### src/rtl/link_pkg.sv
// Shared definitions for the off-chip link transmit/receive blocks:
// scheduler FSM states, default sizing constants and the credit-width helper.
package link_pkg;

    typedef enum logic [1:0] {
        RUN,
        FLUSH,
        DONE
    } link_state_t;

    localparam int unsigned LINK_DEF_CREDITS    = 8;
    localparam int unsigned LINK_DEF_DATA_WIDTH = 64;

    // Counter must hold the full value CREDITS, not just CREDITS-1.
    function automatic int unsigned link_credit_width(input int unsigned credits);
        return $clog2(credits + 1);
    endfunction

endpackage

### src/rtl/link_rr_arb.sv
// Combinational round-robin arbiter: one-hot grant to the first requester
// found when searching from ptr upward, wrapping modulo NUM_REQ.
module link_rr_arb #(
    parameter int unsigned NUM_REQ = 2,
    parameter int unsigned IW      = $clog2(NUM_REQ)
) (
    input  logic [NUM_REQ-1:0] req,
    input  logic [IW-1:0]      ptr,
    output logic [NUM_REQ-1:0] grant
);

    logic          w_found;
    logic [IW-1:0] w_idx;

    always_comb begin
        grant   = '0;
        w_found = 1'b0;
        w_idx   = '0;
        for (int unsigned k = 0; k < NUM_REQ; k++) begin
            w_idx = IW'((32'(ptr) + k) % NUM_REQ);
            if (!w_found && req[w_idx]) begin
                grant[w_idx] = 1'b1;
                w_found      = 1'b1;
            end
        end
    end

endmodule

### src/rtl/link_tx_sched.sv
// Credit-based round-robin transmit scheduler with flush sequence for the link.
// Optional macro LINK_TX_SCHED_TOKEN_SYNC_EN adds a 2-flop synchronizer on token_in.
module link_tx_sched
    import link_pkg::*;
#(
    parameter int unsigned NUM_REQ    = 2,
    parameter int unsigned DATA_WIDTH = LINK_DEF_DATA_WIDTH,
    parameter int unsigned CREDITS    = LINK_DEF_CREDITS,
    parameter int unsigned CW         = link_credit_width(CREDITS),
    parameter int unsigned IW         = $clog2(NUM_REQ)
) (
    input  logic                          clk,
    input  logic                          rst,
    input  logic [NUM_REQ-1:0]            req_valid,
    input  logic [NUM_REQ*DATA_WIDTH-1:0] req_data,
    output logic [NUM_REQ-1:0]            req_ready,
    output logic                          link_valid,
    output logic [DATA_WIDTH-1:0]         link_data,
    output logic [IW-1:0]                 link_owner,
    input  logic                          link_ready,
    input  logic                          token_in,
    input  logic                          flush_req,
    output logic                          flush_done,
    output logic [CW-1:0]                 credits,
    output logic                          err_overflow
);

    localparam logic [CW-1:0] FULL = CW'(CREDITS);

    link_state_t           r_state, w_state_nxt;
    logic [IW-1:0]         r_ptr, w_sel;
    logic [NUM_REQ-1:0]    w_grant;
    logic                  w_go, w_accept, w_ret, w_tok, r_tok_q;
    logic                  r_link_valid, r_err;
    logic [DATA_WIDTH-1:0] r_link_data;
    logic [IW-1:0]         r_link_owner;
    logic [CW-1:0]         r_credits;

`ifdef LINK_TX_SCHED_TOKEN_SYNC_EN
    logic [1:0] r_tok_sync;

    always_ff @(posedge clk or negedge rst) begin
        if (!rst) r_tok_sync <= '0;
        else      r_tok_sync <= {r_tok_sync[0], token_in};
    end
    assign w_tok = r_tok_sync[1];
`else
    assign w_tok = token_in;
`endif

    link_rr_arb #(.NUM_REQ(NUM_REQ), .IW(IW)) u_arb (
        .req   (req_valid),
        .ptr   (r_ptr),
        .grant (w_grant)
    );

    // flush_req gates issue directly so nothing is accepted in the cycle it is first seen.
    assign w_go      = (r_state == RUN) && !flush_req && (r_credits != '0)
                       && (!r_link_valid || link_ready);
    assign req_ready = (rst && w_go) ? w_grant : '0;
    assign w_accept  = |(req_valid & req_ready);
    assign w_ret     = w_tok ^ r_tok_q;

    always_comb begin
        w_sel = '0;
        for (int unsigned i = 0; i < NUM_REQ; i++) begin
            if (w_grant[i]) w_sel = IW'(i);
        end
    end

    always_comb begin
        w_state_nxt = r_state;
        flush_done  = 1'b0;
        case (r_state)
            RUN:     if (flush_req) w_state_nxt = FLUSH;
            FLUSH:   if (r_credits == FULL && !r_link_valid) w_state_nxt = DONE;
            DONE: begin
                flush_done = 1'b1;
                if (!flush_req) w_state_nxt = RUN;
            end
            default: w_state_nxt = RUN;
        endcase
    end

    always_ff @(posedge clk or negedge rst) begin
        if (!rst) begin
            r_state      <= RUN;
            r_ptr        <= '0;
            r_tok_q      <= 1'b0;
            r_link_valid <= 1'b0;
            r_link_data  <= '0;
            r_link_owner <= '0;
            r_credits    <= FULL;
            r_err        <= 1'b0;
        end else begin
            r_state <= w_state_nxt;
            r_tok_q <= w_tok;
            if (w_accept) begin
                r_link_valid <= 1'b1;
                r_link_data  <= req_data[w_sel*DATA_WIDTH +: DATA_WIDTH];
                r_link_owner <= w_sel;
                r_ptr        <= (w_sel == IW'(NUM_REQ-1)) ? '0 : w_sel + 1'b1;
            end else if (link_ready) begin
                r_link_valid <= 1'b0;
            end
            // Simultaneous accept and return cancel out, including at full count.
            if (w_accept && !w_ret) begin
                r_credits <= r_credits - 1'b1;
            end else if (!w_accept && w_ret) begin
                if (r_credits == FULL) r_err <= 1'b1;
                else                   r_credits <= r_credits + 1'b1;
            end
        end
    end

    assign link_valid   = r_link_valid;
    assign link_data    = r_link_data;
    assign link_owner   = r_link_owner;
    assign credits      = r_credits;
    assign err_overflow = r_err;

endmodule

### config.mk
export PLATFORM = sky130hd
export DESIGN_NAME = link_tx_sched
export DESIGN_NICKNAME = d
export VERILOG_FILES = /design/src/rtl/link_pkg.sv /design/src/rtl/link_rr_arb.sv /design/src/rtl/link_tx_sched.sv
export SDC_FILE = /design/constraint.sdc
export NUM_CORES = 1
export LEC_CHECK = 0
export CAP_MARGIN = 20
export CORE_ASPECT_RATIO = 2
export CORE_MARGIN = 2
export CORE_UTILIZATION = 35
export DETAILED_ROUTE_END_ITERATION = 10
export PLACE_DENSITY = 0.75
export SYNTH_ARGS = -nofsm -noshare
export SYNTH_HDL_FRONTEND = slang
export SYNTH_SLANG_ARGS = --single-unit
### constraint.sdc
create_clock -name clk -period 4.15 [get_ports clk]
set_clock_uncertainty 0.2 [all_clocks]
set_input_delay 1.245 -clock clk [delete_from_list [all_inputs] [get_ports clk]]
set_output_delay 1.245 -clock clk [all_outputs]
set_load 0.02 [all_outputs]
After elaboration in Yosys (flattened, before gate mapping)
Index checks and enable logic that the tools add are counted.
Widths: inputs -> output; s select.

storage, ports and cells
  bits in registers = 75
  bits in latches = 0
  word-level logic and storage cells = 76
  bits of input ports = 135
  memories kept = 0
  memory bits (read-only) = 0
  output and inout bits = 74
  RAM bits = 0

operators by class
  multiplexer cells = 24
  add/subtract/negate cells = 4
  magnitude comparators = 4
  div/mod/pow operators = 0
  $mul = 0
  shift-type cells = 1
  reductions and logical operators = 24
  bitwise operators = 4
  equality and inequality tests = 7

operator list
  operator             count
  $shiftx 128x8->64    1
  $mux 1               12
  $mux 2               6
  $mux 4               3
  $logic_and 1x1->1    10
  $ne 2x2->1 const B   3
  $pmux 2 s3           1
  $reduce_and 3->1     2
  $logic_not 1->1      5
  $add 4x1->4 const B  1
  $eq 4x4->1 const B   1
  $lt 1x2->1 const B   2
  $reduce_bool 2->1    2
  $reduce_bool 4->1    1
  $sub 4x1->4 const B  1
  $add 1x1->1 const B  2
  $and 2x2->2          1
  $demux 1 s1          2
  $eq 2x1->1 const B   1
  $eq 2x2->1 const B   1
  $ge 1x1->1 const B   2
  $logic_not 2->1      1
  $ne 2x1->1 const B   1
  $or 2x2->2           1
  other kinds (5)      5

Depth between registers and ports, before layout
Gate-level depths: netlist of the first run.

  depth after elaboration = 14
  depth in mapped cells = 11
  depth with buffers taken out = 9

Hierarchy
A second synthesis of the first run with hierarchy kept.

unflattened totals
  cell total of the unflattened synthesis = 336
  area, all modules = 3617.2 sq um

modules (own cells, without submodules)
  module         times used  sequential area each (sq um)  area each (sq um)  cells an instance
  link_tx_sched  1           1878.1                        3598.5             333
  link_rr_arb    1           0.0                           18.8               3

Worst setup path after synthesis of the first run
OpenSTA, ideal clock, no wires.

  path type = input to output
  start point = in flush_req
  end point = out req_ready[0]
  data arrival time = 2.076 ns
  buffers on the path = 2
  stages = 4
  slack = 0.629 ns
  required time = 2.705 ns
  cell sequence = nor4b_2 > and4_1 > buf_6 > buf_2

on the way
  word-level cells in the longest chain between the ends = 6

ends and longest elaborated chain
  element                         RTL line             text
  from (decl)                     link_tx_sched.sv:22  input logic flush_req,
  $logic_not 1->1                 -
  $logic_and 1x1->1 (2 in a row)  link_tx_sched.sv:58  assign w_go = (r_state == RUN) && !flush_req && (r_credits != '0)
  $logic_and 1x1->1               link_tx_sched.sv:59  && (!r_link_valid || link_ready);
  $logic_and 1x1->1               link_tx_sched.sv:60  assign req_ready = (rst && w_go) ? w_grant : '0;
  $mux 2                          link_tx_sched.sv:60
  to (decl)                       link_tx_sched.sv:16  output logic [NUM_REQ-1:0] req_ready,

Every way passes these cells.

Worst setup path in the final report of the first run
  start point = in req_valid[0]
  end point = out req_ready[0]

on the way
  word-level cells in the longest chain between the ends = 7
  elaborated cells between the ends (all ways) = 11
  classes of those cells = mux: 8; bitwise: 1; reduce/logical: 2

ends and longest elaborated chain
  element                                    RTL line             text
  from (decl)                                link_tx_sched.sv:14  input logic [NUM_REQ-1:0] req_valid,
  $mux 1 (not written as such) (2 in a row)  link_rr_arb.sv:21    if (!w_found && req[w_idx]) begin
  $mux 1                                     link_rr_arb.sv:21
  $logic_not 1->1                            link_rr_arb.sv:21
  $logic_and 1x1->1                          link_rr_arb.sv:21
  $mux 2 (*)                                 link_rr_arb.sv:21
  $mux 2 (*)                                 link_tx_sched.sv:60

Mark *: on every way between the ends. The rest lies on a longest branch, timed or not. The select of a mux whose other input is x is not followed.

==> results of run 1 <==
-- registers in the layout (all words and copies together) (netlist names) --
name          flops
r_ptr             1
link_data        64
link_valid        1
credits           4
link_owner        1
r_tok_q           1
r_state           2
err_overflow      1
-- metrics by stage --
stage	util, %	setup slack (ns)	setup TNS [ns]
after floorplan	-	0.6293	0
after global placement	58.70	-0.2882	-0.5587
after detailed placement	58.70	-0.3045	-0.5757
after CTS	62.08	0.007894	0
after global routing	62.01	0.2935	0
final	62.01	0.3219	0
-- cell type report --
| cell class | count | area (um2) |
|---|---|---|
| sequential | 75 | 1878 |
| timing repair buffer | 221 | 2185 |
| inverter | 7 | 26.28 |
| fill | 818 | 3709 |
| clock buffer | 12 | 256.5 |
| tap | 132 | 165.2 |
| clock inverter | 4 | 72.57 |
| multi-input combinational | 233 | 1471 |
-- layer usage --
| metal | track usage [%] | vias up |
|---|---|---|
| met5 | 0 | - |
| met3 | 5.055 | 26 |
| met2 | 37.06 | 146 |
| met1 | 20.27 | 1540 |
| met4 | 8.750 | 0 |
| li1 | - | 1607 |
-- where the power goes --
| part | switching (W) | total [W] | internal, W |
|---|---|---|---|
| clock | 0.000289 | 0.000847 | 0.000558 |
| sequential | 0.000202 | 0.00127 | 0.00107 |
| combinational | 0.000895 | 0.00177 | 0.000879 |
| total | 0.00139 | 0.00389 | 0.00250 |
-- worst reg2reg max path: stages, from the launching register on --
cell and delay [ns]:
dfrtp_1 0.45, or4_4 0.56, nand4_1 0.12, inv_1 0.06
ha_1 0.24, ha_1 0.28, a21o_1 0.18, a21oi_1 0.21
mux2i_1 0.27, xnor2_1 0.14
-- cells in the final DEF, fill, tap and decap left out, types with 2 or more instances in the layout --
cell type | synthesis | final
clkdlybuf4s50_1 | 0 | 204
nand2_1 | 94 | 94
dfrtp_1 | 74 | 74
o21ai_0 | 38 | 37
mux2i_1 | 35 | 35
a32oi_1 | 28 | 28
buf_4 | 1 | 14
clkbuf_16 | 0 | 9
inv_1 | 7 | 7
a21o_1 | 4 | 4
ha_1 | 4 | 4
nor2_1 | 3 | 3
or2_2 | 2 | 2
xor2_1 | 2 | 2
a22o_1 | 2 | 2
a21oi_1 | 2 | 2
xnor2_1 | 2 | 2
bufinv_16 | 0 | 2
clkbuf_8 | 0 | 2
-- timing repair --
action | in CTS | in global routing
resized for setup | 5 | 4
buffers inserted | 0 | 0
cloned | 0 | 0
endpoints found under the setup margin | 2 | 2
pin swaps | 0 | 1
-- cell families (layout without fill, tap and decap cells) --
| logic type | count (synthesis) | after routing |
|---|---|---|
| AOI/OAI and AO/OA | 77 | 77 |
| buffers and inverters | 32 | 244 |
| muxes | 35 | 35 |
| and+or+nand+nor | 112 | 112 |
| adders and majority gates | 5 | 5 |
| xor gates and xnor gates | 4 | 4 |
| DFF | 75 | 75 |
-- worst min path at each step --
stage,from,end,slack (ns),cells past startpoint
floorplan,r_state[1],r_state[0],0.26,1
global placement,link_data[45],link_data[45],0.25,2
detailed placement,link_data[63],link_data[63],0.26,2
CTS,link_data[63],link_data[63],0.27,2
global route,link_data[63],link_data[63],0.29,2
finish,link_data[63],link_data[63],0.27,2
==> impl_metrics.env, run 1 <==
export IMPL_routedWlPerCell_um=15.90
export IMPL_ys_seq_area_share_pct=53.32
export IMPL_grt_overflow=0
export IMPL_worst_slew_pin_slew_ns=0.9523
export IMPL_fin_nets=687
export IMPL_drv_cap=0
export IMPL_path_cells="clkdlybuf4s50_1, a21boi_0, and4_1, clkbuf_2"
export IMPL_cp_startpoint="req_valid[0]"
export IMPL_synth_mux_area_share_pct=9.947
export IMPL_total_power_w=0.003889
export IMPL_arrival_ns=2.38
export IMPL_io_pins=209
export IMPL_die_h_um=145.9
export IMPL_track_usage_pct=20.19
export IMPL_drtIter0Drc=93
export IMPL_clkLatencyLatePin_ns=0.33
export IMPL_vias=3319
export IMPL_synth_seq_cells=75
export IMPL_start_util_pct=36.08
export IMPL_synth_top_family_by_area="compound AO/OA/AOI/OAI gates"
export IMPL_hold_violations=0
export IMPL_design_area_um2=6055
export IMPL_yosys_area_share_adder_pct=1.989
export IMPL_dr_pass1_iters=4
export IMPL_rsz0062_at_grt="false"
export IMPL_reg2reg_slack_ns=1.35
export IMPL_synth_edf_count=0
export IMPL_drive_gt1_share_pct=7.246
export IMPL_post_dp_cell_area_um2=5731
export IMPL_netlist_cell_type_count=36
export IMPL_htreeDepth=3
export IMPL_dr_wl_met2_um=6168
export IMPL_final_cells=684
export IMPL_ir_drop_mv=0.4308
export IMPL_synthToLayoutAreaGrowth_pct=71.90
export IMPL_grt_antenna_before_repair=0
export IMPL_min_period_ns=3.828
export IMPL_yosys_top_cells_count="94 x nand2_1, 74 x dfrtp_1, 38 x o21ai_0, 35 x mux2i_1, 28 x a32oi_1"
export IMPL_criticalPathCategory="input port to primary output"
export IMPL_period_share_pct=92.24
export IMPL_fp_dieW_um=74.94
export IMPL_synthSimpleGateAreaFrac_pct=13.78
export IMPL_highest_layer="met4"
export IMPL_dpl_hpwl_um=8357
export IMPL_cp_end_kind="primary output"
export IMPL_syn_area_um2=3522
export IMPL_p_leak_nw=2.771
export IMPL_grt_pass1_vias=3360
export IMPL_port_buffers=208
export IMPL_cts_sinks=75
export IMPL_async_reset_ff_share_pct=100.0
export IMPL_yosysWarningCount=0
export IMPL_synthXorXnorAreaFrac_pct=0.9947
export IMPL_cts_tree="yes"
export IMPL_wl_um=10880
export IMPL_cp_top_family="buffers and inverters"
export IMPL_power_density_nw_per_um2=642.3
export IMPL_synth_compound_area_share_pct=14.64
export IMPL_viasPerCell=4.852
export IMPL_antenna_cells=0
export IMPL_worst_setup_path_start_kind="input port"
export IMPL_grt_pass1_wl_um=16780
export IMPL_die_area_um2=10930
export IMPL_synth_fp_nets=480
export IMPL_cp_depth=4
export IMPL_cp_slowest_stage_delay_ns=0.47
export IMPL_status="finished, final reports clean"
export IMPL_grt_max_degree=76
export IMPL_place_inst=668
export IMPL_r2r_start="credits[0]"
export IMPL_cts_buffers=9
export IMPL_core_area_um2=9763
export IMPL_synth_ff_type="dfrtp_1"
export IMPL_place_congestion=0.7687
export IMPL_cts_hold_buf=0
export IMPL_cp_slowest_cell="clkdlybuf4s50_1"
export IMPL_synthTopCellsByArea="dfrtp_1 53%, nand2_1 10%, mux2i_1 9.9%"
export IMPL_clockBufferDepth=2
export IMPL_slew_viol_final=0
export IMPL_worst_endpoint_required_ns=2.70
export IMPL_crit_buf_inv=2
export IMPL_drc=0
export IMPL_timing_rr_end="credits[3]"
export IMPL_hp_class="register to register"
export IMPL_wl_met3_um=772
export IMPL_fmax_mhz=261.2
export IMPL_r2r_worst_path_cells=9
export IMPL_path_clk_slew_ns=0.06
export IMPL_path_max_fanout=2
export IMPL_met1_length_um=3610
export IMPL_clockRootBuffer="clkbuf_16"
export IMPL_synth_most_common_cell="nand2_1"
export IMPL_fp_row_count=51
export IMPL_yosys_area_top_type="dfrtp_1"
export IMPL_synth_top_cell_area_share_pct=52.58
export IMPL_endpoint="req_ready[0]"
export IMPL_max_slew_margin_pct=36.51
export IMPL_finalSetupViolCount=0
export IMPL_synthCells=340
export IMPL_avgSynthCellArea_um2=10.36
export IMPL_ant_nets=0
export IMPL_holdWs_ns=0.2661
(Power assumes the default switching activity.)
==> run 2: changes to the inputs <==
Settings changed: CORE_MARGIN 2 to default.
==> run 2 against run 1 <==
  * Setup slack worse by 0.29 ns
  * Core utilization decreased by 0.15 points
  * Routed wire length is 4.2% lower
  * Sequential power about the same
  * Via count is 1.0% higher
  * Cell area shrank 0.25%
  * Largest cell class unchanged
  * Non-clock buffer count increased by 1
  * Critical path type unchanged
==> impl_metrics.env, run 2 (synthesis results as in run 1) <==
export IMPL_grt_pass1_wl_um=16270
export IMPL_synthToLayoutAreaGrowth_pct=71.47
export IMPL_die_h_um=143.9
export IMPL_drv_cap=0
export IMPL_grtUsageMet3_pct=4.488
export IMPL_clockBufferDepth=2
export IMPL_htreeDepth=3
export IMPL_cts_hold_buf=0
export IMPL_power_density_nw_per_um2=636.7
export IMPL_cts_resized=6
export IMPL_finalSetupViolCount=0
export IMPL_total_power_w=0.003845
export IMPL_fp_row_count=51
export IMPL_cp_slowest_stage_delay_ns=0.43
export IMPL_cp_startpoint="flush_req"
export IMPL_cts_tree="yes"
export IMPL_r2r_start="credits[1]"
export IMPL_criticalPathCategory="input port to primary output"
export IMPL_post_cts_setup_buffer_count=0
export IMPL_fp_dieW_um=72.94
export IMPL_period_share_pct=99.18
export IMPL_grt_overflow=0
export IMPL_endpoint="req_ready[0]"
export IMPL_drive_gt1_share_pct=7.246
export IMPL_core_area_um2=9763
export IMPL_max_slew_margin_pct=37.72
export IMPL_io_pins=209
export IMPL_start_util_pct=36.08
export IMPL_worst_setup_path_start_kind="input port"
export IMPL_path_clk_slew_ns=0.05
export IMPL_ant_nets=0
export IMPL_layout_common_cells="205 x clkdlybuf4s50_1, 94 x nand2_1, 74 x dfrtp_1, 37 x o21ai_0, 35 x mux2i_1"
export IMPL_use_met1_pct=20.12
export IMPL_path_cells="clkdlybuf4s50_1, nor4b_2, buf_4, and4_1, clkdlybuf4s15_2"
export IMPL_grt_max_degree=76
export IMPL_cts_buffers=9
export IMPL_die_area_um2=10490
export IMPL_fin_tns_setup_ns=0
export IMPL_antenna_cells=0
export IMPL_wl_um=10430
export IMPL_p_leak_nw=2.749
export IMPL_worst_endpoint_required_ns=2.70
export IMPL_fmax_mhz=243.0
export IMPL_arrival_ns=2.67
export IMPL_place_congestion=0.7871
export IMPL_busiest_layer="met2"
export IMPL_path_max_fanout=3
export IMPL_grt_util_met2_pct=39.84
export IMPL_timing_rr_end="credits[3]"
export IMPL_worst_slew_pin_slew_ns=0.9342
export IMPL_min_period_ns=4.116
export IMPL_dr_pass1_iters=4
export IMPL_reg2reg_slack_ns=1.38
export IMPL_cp_end_kind="primary output"
export IMPL_final_common_cell="clkdlybuf4s50_1"
export IMPL_status="finished, final reports clean"
export IMPL_clockRootBuffer="clkbuf_16"
export IMPL_clkLatencyLatePin_ns=0.33
export IMPL_slew_viol_final=0
export IMPL_port_buffers=208
export IMPL_grt_antenna_before_repair=0
export IMPL_routedWlPerCell_um=15.24
export IMPL_drtIter0Drc=107
export IMPL_cp_slowest_cell="clkdlybuf4s50_1"
export IMPL_rsz0062_at_grt="false"
export IMPL_track_usage_pct=20.59
export IMPL_cts_sinks=75
export IMPL_largest_reg_flops=64
export IMPL_hold_violations=0
export IMPL_dpl_hpwl_um=8087
export IMPL_ir_drop_mv=0.3547
export IMPL_drc=0
export IMPL_hp_class="register to register"
export IMPL_grt_pass1_vias=3441
export IMPL_vias=3353
export IMPL_fin_nets=688
export IMPL_r2r_worst_path_cells=9
export IMPL_viasPerCell=4.902
-- run 2: area by class of cell --
cell class,instances,area (um2)
Inverter,7,26.28
Sequential cell,75,1878
Clock buffer,11,242.7
Multi-Input combinational cell,233,1471
Clock inverter,4,75.07
Fill cell,849,3724
Tap cell,132,165.2
Timing Repair Buffer,222,2181
-- run 2: worst min-delay path by stage --
stage	from	to	slack [ns]	cells after the start
5_1_grt	link_data[48]	link_data[48]	0.30	2
4_1_cts	link_data[49]	link_data[49]	0.27	2
2_1_floorplan	r_state[1]	r_state[0]	0.26	1
3_5_place_dp	link_data[49]	link_data[49]	0.26	2
6_report	link_data[63]	link_data[63]	0.26	2
3_3_place_gp	link_data[49]	link_data[49]	0.25	2
-- run 2: stage by stage --
step / cells / area (um2) / worst slack (ns) / hold slack, ns / utilization (%)
floorplan: 340 / 3522 / 0.6293 / 0.2587 / -
global placement: 669 / 5725 / -0.3489 / 0.2516 / 58.64
detailed placement: 669 / 5725 / -0.3404 / 0.2554 / 58.64
CTS: 684 / 6046 / -0.0007643 / 0.2672 / 61.92
global route: 684 / 6040 / 0.009951 / 0.2960 / 61.86
finish: 684 / 6040 / 0.03417 / 0.2583 / 61.86
-- run 2: critical path: cells and delay by family --
| family | cells | cell delay [ns] |
|---|---|---|
| buffers and inverters | 3 | 0.89 |
| and+or+nand+nor | 2 | 0.53 |
-- run 2: metal layers --
metal | part of all wire [%] | up-vias | wire (um)
li1 | - | 1613 | -
met1 | 34 | 1556 | 3551
met2 | 57 | 163 | 5936
met3 | 6.6 | 21 | 688
met4 | 2.4 | 0 | 248
met5 | 0 | - | 0
-- run 2: where the power goes --
part	internal [W]	total (W)	switching, W
combinational	0.000875	0.00175	0.000880
sequential	0.00107	0.00127	0.000201
clock	0.000539	0.000824	0.000285
==> run 3: changes to the inputs <==
Settings changed: HOLD_SLACK_MARGIN from default to 0.1.
==> results of run 3 <==
The final DEF is identical to that of run 2; final timing and power are the same.
